**config.mk**
```make
export PLATFORM = sky130hd
export DESIGN_NAME = wb_queue
export DESIGN_NICKNAME = d
export VERILOG_FILES = /design/src/rtl/npc_pkg.sv /design/src/rtl/wb_lookup.sv /design/src/rtl/wb_queue.sv
export SDC_FILE = /design/constraint.sdc
export NUM_CORES = 1
export LEC_CHECK = 0
export CAP_MARGIN = 15
export CORE_MARGIN = 5
export CORE_UTILIZATION = 35
export CTS_CLUSTER_SIZE = 24
export DETAILED_ROUTE_END_ITERATION = 16
export PLACE_DENSITY_LB_ADDON = 0.05
export SYNTH_ARGS = -nofsm -noshare
export SYNTH_HDL_FRONTEND = slang
export SYNTH_SLANG_ARGS = --single-unit
```
**constraint.sdc**
```tcl
create_clock -name clk -period 3.4 [get_ports clk]
set_input_delay 0.51 -clock clk [delete_from_list [all_inputs] [get_ports clk]]
set_output_delay 0.51 -clock clk [all_outputs]
set_load 0.1 [all_outputs]
```
**src/rtl/npc_pkg.sv**
```systemverilog
// rtl/npc_pkg.sv - shared NPC constants and the write-back queue entry type.
package npc_pkg;

  localparam int XLEN  = 32;
  localparam int REG_W = 5;

  typedef struct packed {
    logic             valid;
    logic             done;
    logic [REG_W-1:0] rd;
    logic [XLEN-1:0]  data;
  } wb_entry_t;

endpackage

```
**src/rtl/wb_lookup.sv**
```systemverilog
// rtl/wb_lookup.sv - youngest-match search of the write-back queue for one source register.
// WB_QUEUE_FWD_EN selects youngest-entry busy/forwarding; otherwise any match is busy.
module wb_lookup
  import npc_pkg::*;
#(
  parameter int DEPTH = 4,
  parameter int AW    = $clog2(DEPTH)
) (
  input  wb_entry_t [DEPTH-1:0] entries,
  input  logic [AW-1:0]         head,
  input  logic [REG_W-1:0]      raddr,
  output logic                  busy,
  output logic [XLEN-1:0]       fwd_data
);

  logic            hit;
  logic            hit_done;
  logic [XLEN-1:0] hit_data;
  logic [AW-1:0]   idx;

  // Walk oldest to youngest so the last match seen is the youngest one.
  always_comb begin
    hit      = 1'b0;
    hit_done = 1'b0;
    hit_data = '0;
    idx      = '0;
    for (int i = 0; i < DEPTH; i++) begin
      idx = head + AW'(i);
      if (entries[idx].valid && (entries[idx].rd == raddr)) begin
        hit      = 1'b1;
        hit_done = entries[idx].done;
        hit_data = entries[idx].data;
      end
    end
  end

`ifdef WB_QUEUE_FWD_EN
  assign busy     = (raddr != '0) && hit && !hit_done;
  assign fwd_data = ((raddr != '0) && hit && hit_done) ? hit_data : '0;
`else
  assign busy     = (raddr != '0) && hit;
  assign fwd_data = '0;
`endif

endmodule

```
**src/rtl/wb_queue.sv**
```systemverilog
// rtl/wb_queue.sv - in-order write-back queue in front of the GPR file write port.
// Optional WB_QUEUE_FWD_EN: done results of the youngest matching entry are forwarded to decode.
module wb_queue
  import npc_pkg::*;
#(
  parameter int DEPTH = 4,
  parameter int XLEN  = npc_pkg::XLEN,
  localparam int AW   = $clog2(DEPTH),
  localparam int CW   = AW + 1
) (
  input  logic             clk,
  input  logic             rst,
  input  logic             alloc_valid,
  output logic             alloc_ready,
  input  logic [4:0]       alloc_rd,
  input  logic             alloc_done,
  input  logic [XLEN-1:0]  alloc_data,
  output logic [AW-1:0]    alloc_tag,
  input  logic             ld_valid,
  input  logic [AW-1:0]    ld_tag,
  input  logic [XLEN-1:0]  ld_data,
  output logic             rf_wen,
  output logic [4:0]       rf_waddr,
  output logic [XLEN-1:0]  rf_wdata,
  input  logic [4:0]       raddr1,
  input  logic [4:0]       raddr2,
  output logic             busy1,
  output logic             busy2,
  output logic [XLEN-1:0]  fwd1_data,
  output logic [XLEN-1:0]  fwd2_data,
  output logic             empty
);

  wb_entry_t [DEPTH-1:0] entries_q, entries_d;
  logic [AW-1:0]         head_q, head_d;
  logic [AW-1:0]         tail_q, tail_d;
  logic [CW-1:0]         count_q, count_d;

  logic      alloc_fire;
  logic      retire;
  wb_entry_t head_entry;

  assign head_entry  = entries_q[head_q];
  assign retire      = head_entry.valid && head_entry.done;
  assign alloc_ready = (count_q < CW'(DEPTH));
  assign alloc_fire  = alloc_valid && alloc_ready;
  assign alloc_tag   = tail_q;
  assign empty       = (count_q == '0);

  assign rf_wen   = retire && (head_entry.rd != '0);
  assign rf_waddr = retire ? head_entry.rd : '0;
  assign rf_wdata = retire ? head_entry.data : '0;

  // A completion landing on the head only sets done; retire sees it next cycle.
  always_comb begin
    entries_d = entries_q;
    head_d    = head_q;
    tail_d    = tail_q;
    count_d   = count_q + CW'(alloc_fire) - CW'(retire);
    if (retire) begin
      entries_d[head_q].valid = 1'b0;
      head_d                  = head_q + AW'(1);
    end
    if (ld_valid && entries_q[ld_tag].valid && !entries_q[ld_tag].done) begin
      entries_d[ld_tag].done = 1'b1;
      entries_d[ld_tag].data = ld_data;
    end
    if (alloc_fire) begin
      entries_d[tail_q] = '{valid: 1'b1, done: alloc_done, rd: alloc_rd, data: alloc_data};
      tail_d            = tail_q + AW'(1);
    end
  end

  always_ff @(posedge clk or negedge rst) begin
    if (!rst) begin
      entries_q <= '0;
      head_q    <= '0;
      tail_q    <= '0;
      count_q   <= '0;
    end else begin
      entries_q <= entries_d;
      head_q    <= head_d;
      tail_q    <= tail_d;
      count_q   <= count_d;
    end
  end

  wb_lookup #(.DEPTH(DEPTH)) u_lookup1 (
    .entries  (entries_q),
    .head     (head_q),
    .raddr    (raddr1),
    .busy     (busy1),
    .fwd_data (fwd1_data)
  );

  wb_lookup #(.DEPTH(DEPTH)) u_lookup2 (
    .entries  (entries_q),
    .head     (head_q),
    .raddr    (raddr2),
    .busy     (busy2),
    .fwd_data (fwd2_data)
  );

endmodule
```
==> impl_results.md, run 1 <==
- R2r endpoint: count_q[2]
- Yosys warnings: 0
- Max Cap Viol: 0
- Gate Count Post-Synth: 964
- CP startpoint kind: flop
- CTS Buf Count: 17
- First-pass GRT wire length: 44440 um
- Post-synthesis sequential area ratio: 40.39%
- Fin cells: 1464
- Global route total overflow: 0
- Delay-heaviest family, CP: multiplexers
- Post-synth EDFFs: 0
- Skew final: 16.00 ps
- Fmax: 297.0 MHz
- DR WL/cell: 18.84 um
- Die ar.: 32350 um^2
- FP Rows: 62
- DP Cell Count: 1424
- Area Overhead vs Synth: 25.60%
- Vias in the first global route: 7543
- Reg2reg start: head_q[0]
- Slew at the pin with the worst max-slew slack: 977.6 ps
- Routed Antenna Nets: 0
- CP max stage delay: 530 ps
- Post-Syn Area: 10100 um^2
- Final period demand of the worst path: 3368 ps
- Slew Viols, Final: 0
- Final Cycle Share: 99.04%
- Starting Density: 35.28%
- Drt drc: 0
- CTS tree: yes
- DRT Pass-1 Iters: 7
- Hold crit path type: primary input to asynchronous set/reset pin
- Primary FF master, synth: dfrtp_1
- Endpoints failing hold: 0
- IO Pins: 194
- Cts hold-fix bufs: 0
- Die extent in x: 179.9 um
- Clk root buf: clkbuf_16
- Required time of the critical path: 2890 ps
- Nets@finish: 1164
- WS Path Type: flop to primary output
- Core Footprint: 28630 um^2
- Vias per std cell: 4.818
- Avg Cell Area, Syn: 10.48 um^2
- Post-synth ARST share: 100.0%
- Initial DRC count: 342
- Dpl hpwl: 18250 um
- Worst-path clk slew: 80 ps
- Aggregate global-route resource usage: 17.16%
- Slowest CP cell: mux4_2
- Reg2Reg Depth: 11
- RSZ-0062 raised after global routing: true
- Fraction of layout cells with a size suffix above 1: 17.98%
- Final GP Congestion: 0.8640
- Largest net degree at the start of global routing: 73
- Synth unique cells: 41
- Worst setup EP type: primary output
- Sequence of cells on the critical path: inv_4, ha_4, buf_6, mux4_2, xor2_1, nor4_1, and3_1, a41oi_2, a21oi_4, buf_12
- Reg-to-reg setup timing slack: 490 ps
- Buf/Inv on CP: 3
- DIE HEIGHT: 179.9 um
- Status: finished, final reports clean
- Slew HR: 34.62%
- Clock Sinks: 163
- Worst Path Max Fanout: 6
- I/O Buffers: 129
- Vias after detailed routing: 7053
- CTS max path bufs: 2
- Clk_lat worst skew: 430 ps
- Initial antenna violation count: 1
- Setup violators final: 0
- Yosys reg bits: 163
- Total Wirelength: 27580 um
- Critical Path AT: 2860 ps
- H-tree levels: 4
-- routing by layer --
layer / up-vias / wire, um / GRT usage (%)
met2: 160 / 13630 / 28.96
met3: 17 / 1298 / 3.820
met5: - / 7 / 0
met4: 2 / 252 / 3.566
li1: 3445 / - / -
met1: 3429 / 12400 / 22.83
-- final cells by class --
cell class | instances | area (um^2)
Clock inverter | 14 | 190.2
Tap cell | 384 | 480.5
Antenna cell | 1 | 2.502
Inverter | 14 | 55.05
Fill cell | 2736 | 15940
Sequential cell | 163 | 4084
Multi-Input combinational cell | 714 | 5443
Timing Repair Buffer | 157 | 2003
Clock buffer | 17 | 425.4
-- cell families after synthesis --
family	count (synthesis)	synth area share, %
buffers and inverters	150	8.760
AND/OR/NAND/NOR	233	10.22
multiplexers	216	27.84
AO/OA/AOI/OAI	144	7.323
flip-flops	163	40.39
adder cells (fa/ha/maj)	11	1.437
other	1	0.03713
XOR/XNOR	46	3.990
-- layout by cell type, fill, tap and decap left out, drive strengths merged, types with 2 or more instances in the layout --
master / n
nand4b: 2
mux4: 46
and3: 2
or4: 2
nor2b: 34
o22a: 2
ha: 10
nor4: 3
mux2: 24
nand3: 3
a21oi: 134
xnor2: 27
mux2i: 146
clkdlybuf4s50: 87
buf: 70
o21ai: 5
clkbuf: 17
dfrtp: 163
nand4: 7
bufinv: 3
clkinvlp: 3
nand2: 22
xor2: 19
conb: 64
inv: 21
nor3: 5
nor2: 151
-- per-stage QoR --
| step | setup TNS [ps] | util [%] | hold slack [ps] | setup WS [ps] | cell area, um^2 |
|---|---|---|---|---|---|
| 3_3_place_gp | 0 | 41.84 | 515.1 | 379.7 | 11980 |
| 4_1_cts | 0 | 44.25 | 121.4 | 16.62 | 12670 |
| 5_1_grt | -190.7 | 44.30 | 146.4 | -129.8 | 12680 |
| 6_report | 0 | 44.31 | 104.9 | 32.48 | 12680 |
| 3_5_place_dp | 0 | 41.84 | 514.7 | 358.8 | 11980 |
| 2_1_floorplan | -201.0 | - | 214.4 | -201.0 | 10380 |
-- registers in the layout, indices dropped and copies added, names as in the netlist --
name and cells:
count_q 3, head_q 2, alloc_tag 2, entries_q 156
-- synthesized netlist by cell type, types with 2 or more instances --
cell,count,area share (%)
a21oi_1,133,6.6
and3_1,2,0.12
buf_1,7,0.26
buf_12,2,0.40
buf_2,20,0.99
buf_4,66,4.9
buf_6,2,0.22
clkbuf_1,38,1.4
dfrtp_1,163,40
ha_1,10,1.2
inv_1,14,0.52
mux2_2,23,2.6
mux2i_1,140,14
mux2i_2,4,0.55
mux2i_4,2,0.45
mux4_2,45,10
nand2_1,22,0.82
nand3_1,3,0.15
nand4_1,7,0.43
nand4b_1,2,0.17
nor2_1,151,5.6
nor2b_1,34,2.1
nor3_1,5,0.25
nor4_1,2,0.12
o21ai_0,5,0.25
o22a_1,2,0.17
or4_1,2,0.15
xnor2_1,27,2.3
xor2_1,19,1.6
-- worst max path at each step --
stage	endpoint	start	cells past startpoint
5_1_grt	busy2	head_q[0]	9
3_5_place_dp	busy2	head_q[0]	9
4_1_cts	busy2	head_q[0]	10
3_3_place_gp	busy2	head_q[0]	9
2_1_floorplan	busy2	head_q[0]	13
6_report	busy2	head_q[0]	10
-- what timing repair did --
action,4_1_cts,5_1_grt
gates resized for setup,6,2
setup endpoints to repair,2,19
pin swaps,6,6
setup buffers,8,1
Power of run 1 is not shown: default switching activity piles up to over one toggle a cycle in this logic, so the estimate is an artifact.
==> run 2, diff against run 1 <==
--- a/config.mk
+++ b/config.mk
@@ -6,6 +6,7 @@
 export NUM_CORES = 1
 export LEC_CHECK = 0
 export CAP_MARGIN = 15
+export CORE_ASPECT_RATIO = 1.25
 export CORE_MARGIN = 5
 export CORE_UTILIZATION = 35
 export CTS_CLUSTER_SIZE = 24
==> impl_results.md, run 2 (same netlist as run 1, synthesis figures left out) <==
- IO Pins: 194 (unchanged)
- Most frequent cells in the layout: dfrtp_1 (161), nor2_1 (148), mux2i_1 (140)
- Critical Path AT: 2890 ps (+30 ps)
- Slew at the pin with the worst max-slew slack: 967.1 ps (-10.51 ps)
- Diodes inserted: 0 (-1)
- Initial DRC count: 321 (-6.1%)
- Slew Viols, Final: 0 (unchanged)
- Setup violators final: 1 (+1)
- Status: finished, violations left
- Final period demand of the worst path: 3402 ps (+34.82 ps)
- Vias after detailed routing: 7158 (+1.5%)
- Die ar.: 32370 um^2 (about the same)
- Required time of the critical path: 2890 ps (about the same)
- DP Worst Slack: 267.7 ps (-91.04 ps)
- CTS Buf Count: 17 (unchanged)
- Drt drc: 0 (unchanged)
- Skew final: 9.964 ps (-6.037 ps)
- Final GP Congestion: 0.8619 (-0.24%)
- Area occupied by multi-input gates: 5446 um^2 (about the same)
- Worst-path clk slew: 70 ps (about the same)
- Max Cap Viol: 0 (unchanged)
- Dpl hpwl: 18360 um (+0.63%)
- Hold crit path type: primary input to asynchronous set/reset pin
- H-tree levels: 4 (unchanged)
- Final setup margin: -2.342 ps (-34.82 ps)
- Area Overhead vs Synth: 25.60% (unchanged)
- Vias in the first global route: 7414 (-1.7%)
- Largest register FFs: 156 (unchanged)
- Worst setup EP type: primary output
- WS Path Type: flop to primary output
- DRT Pass-1 Iters: 4 (-3)
- DIE HEIGHT: 199.9 um (+11%)
- Reg with most FFs: entries_q
- Largest regs: entries_q x156, count_q x3
- RSZ-0062 raised after global routing: true
- Worst Path Max Fanout: 7 (+1)
- Slew HR: 35.33% (+0.70 points)
- Clock Sinks: 163 (unchanged)
- Area after DPL: 11970 um^2 (about the same)
- Fill cells: 2697 (-1.4%)
- Worst hold margin: 87.79 ps (-17.10 ps)
- Commonest non-fill, non-tap cell in the layout: dfrtp_1
- CTS max path bufs: 2 (unchanged)
- I/O Buffers: 129 (unchanged)
- Clk root buf: clkbuf_16
- Sequence of cells on the critical path: inv_4, ha_4, mux4_2, xor2_1, nor4_2, and3_1, a41oi_2, a21oi_4, buf_12
- Vias per std cell: 4.985 (+3.5%)
- Aggregate global-route resource usage: 17.63% (+0.47 points)
- Initial antenna violation count: 0 (-1)
- CP max stage delay: 550 ps (+20 ps)
- Fraction of layout cells with a size suffix above 1: 17.95% (-0.033 points)
- Failing checks: setup timing
- Fin cells: 1436 (-1.9%)
- Fmax: 293.9 MHz (-1.0%)
- Global route total overflow: 0 (unchanged)
- Nets@finish: 1165 (+0.086%)
- CP startpoint kind: flop
- Cts hold-fix bufs: 0 (unchanged)
- Starting Density: 35.45% (+0.17 points)
- Slowest CP cell: mux4_2
- Largest net degree at the start of global routing: 71 (-2.7%)
- Register area: 4084 um^2 (unchanged)
- Total Wirelength: 27990 um (+1.5%)
- DP Cell Count: 1399 (-1.8%)
- Clk_lat worst skew: 430 ps (about the same)
- Buf/Inv on CP: 2 (-1)
- First-pass GRT wire length: 43880 um (-1.3%)
- CTS tree: yes
- Delay-heaviest family, CP: multiplexers
- Endpoints failing hold: 0 (unchanged)
- DR WL/cell: 19.49 um (+3.4%)
- FP Rows: 69 (+11%)
- Die extent in x: 161.9 um (-10%)
- Core Footprint: 28490 um^2 (-0.47%)
- Post-route cell area: 12680 um^2 (unchanged)
- Final Cycle Share: 100.1% (+1.0 points)
- Routed Antenna Nets: 0 (unchanged)
-- run 2: final timing paths --
kind	depth (start not counted)	to	slack, ps	start
hold reg to reg	1	count_q[0]	520	count_q[0]
setup reg to reg	11	count_q[2]	520	head_q[0]
hold / removal	1	entries_q[10]	90	rst
min in group clk	1	count_q[0]	520	count_q[0]
setup / recovery	9	busy2	-2	head_q[0]
max in group asynchronous	2	entries_q[145]	2440	rst
-- run 2: what timing repair did --
action	4_1_cts	5_1_grt
endpoints found under the setup margin	2	8
endpoints found under the hold margin	0	0
gates resized for setup	5	3
setup buffers	4	1
pin swaps	5	2
-- run 2: worst reg2reg max path, delay by kind of cell, from the launching register on --
family / cells / cell delay [ps]
xor+xnor: 2 / 270
fa+ha+maj: 3 / 880
buf+inv: 3 / 350
flops: 1 / 430
mux: 2 / 640
simple gates: 1 / 210
-- run 2: per-layer routing --
layer | up-vias | GRT usage (%) | routed length (um)
met1 | 3498 | 22.92 | 11950
met2 | 187 | 30.65 | 14390
met5 | - | 0 | 0
li1 | 3440 | - | -
met4 | 0 | 4.920 | 464
met3 | 33 | 2.916 | 1188
-- run 2: area by class of cell --
type	instances	share of cell area, %
Inverter	14	0.4341
Tap cell	355	3.502
Multi-Input combinational cell	714	42.94
Clock buffer	23	3.847
Clock inverter	9	1.184
Sequential cell	163	32.20
Timing Repair Buffer	158	15.89
-- run 2: through the flow --
stage | TNS [ps] | utilization (%)
after global placement | 0 | 42.02
final | -2.342 | 44.52
after floorplan | -201.0 | -
after CTS | -68.47 | 44.45
after detailed placement | 0 | 42.02
after global routing | -169.3 | 44.52
Power of run 2 is left out for the same reason.
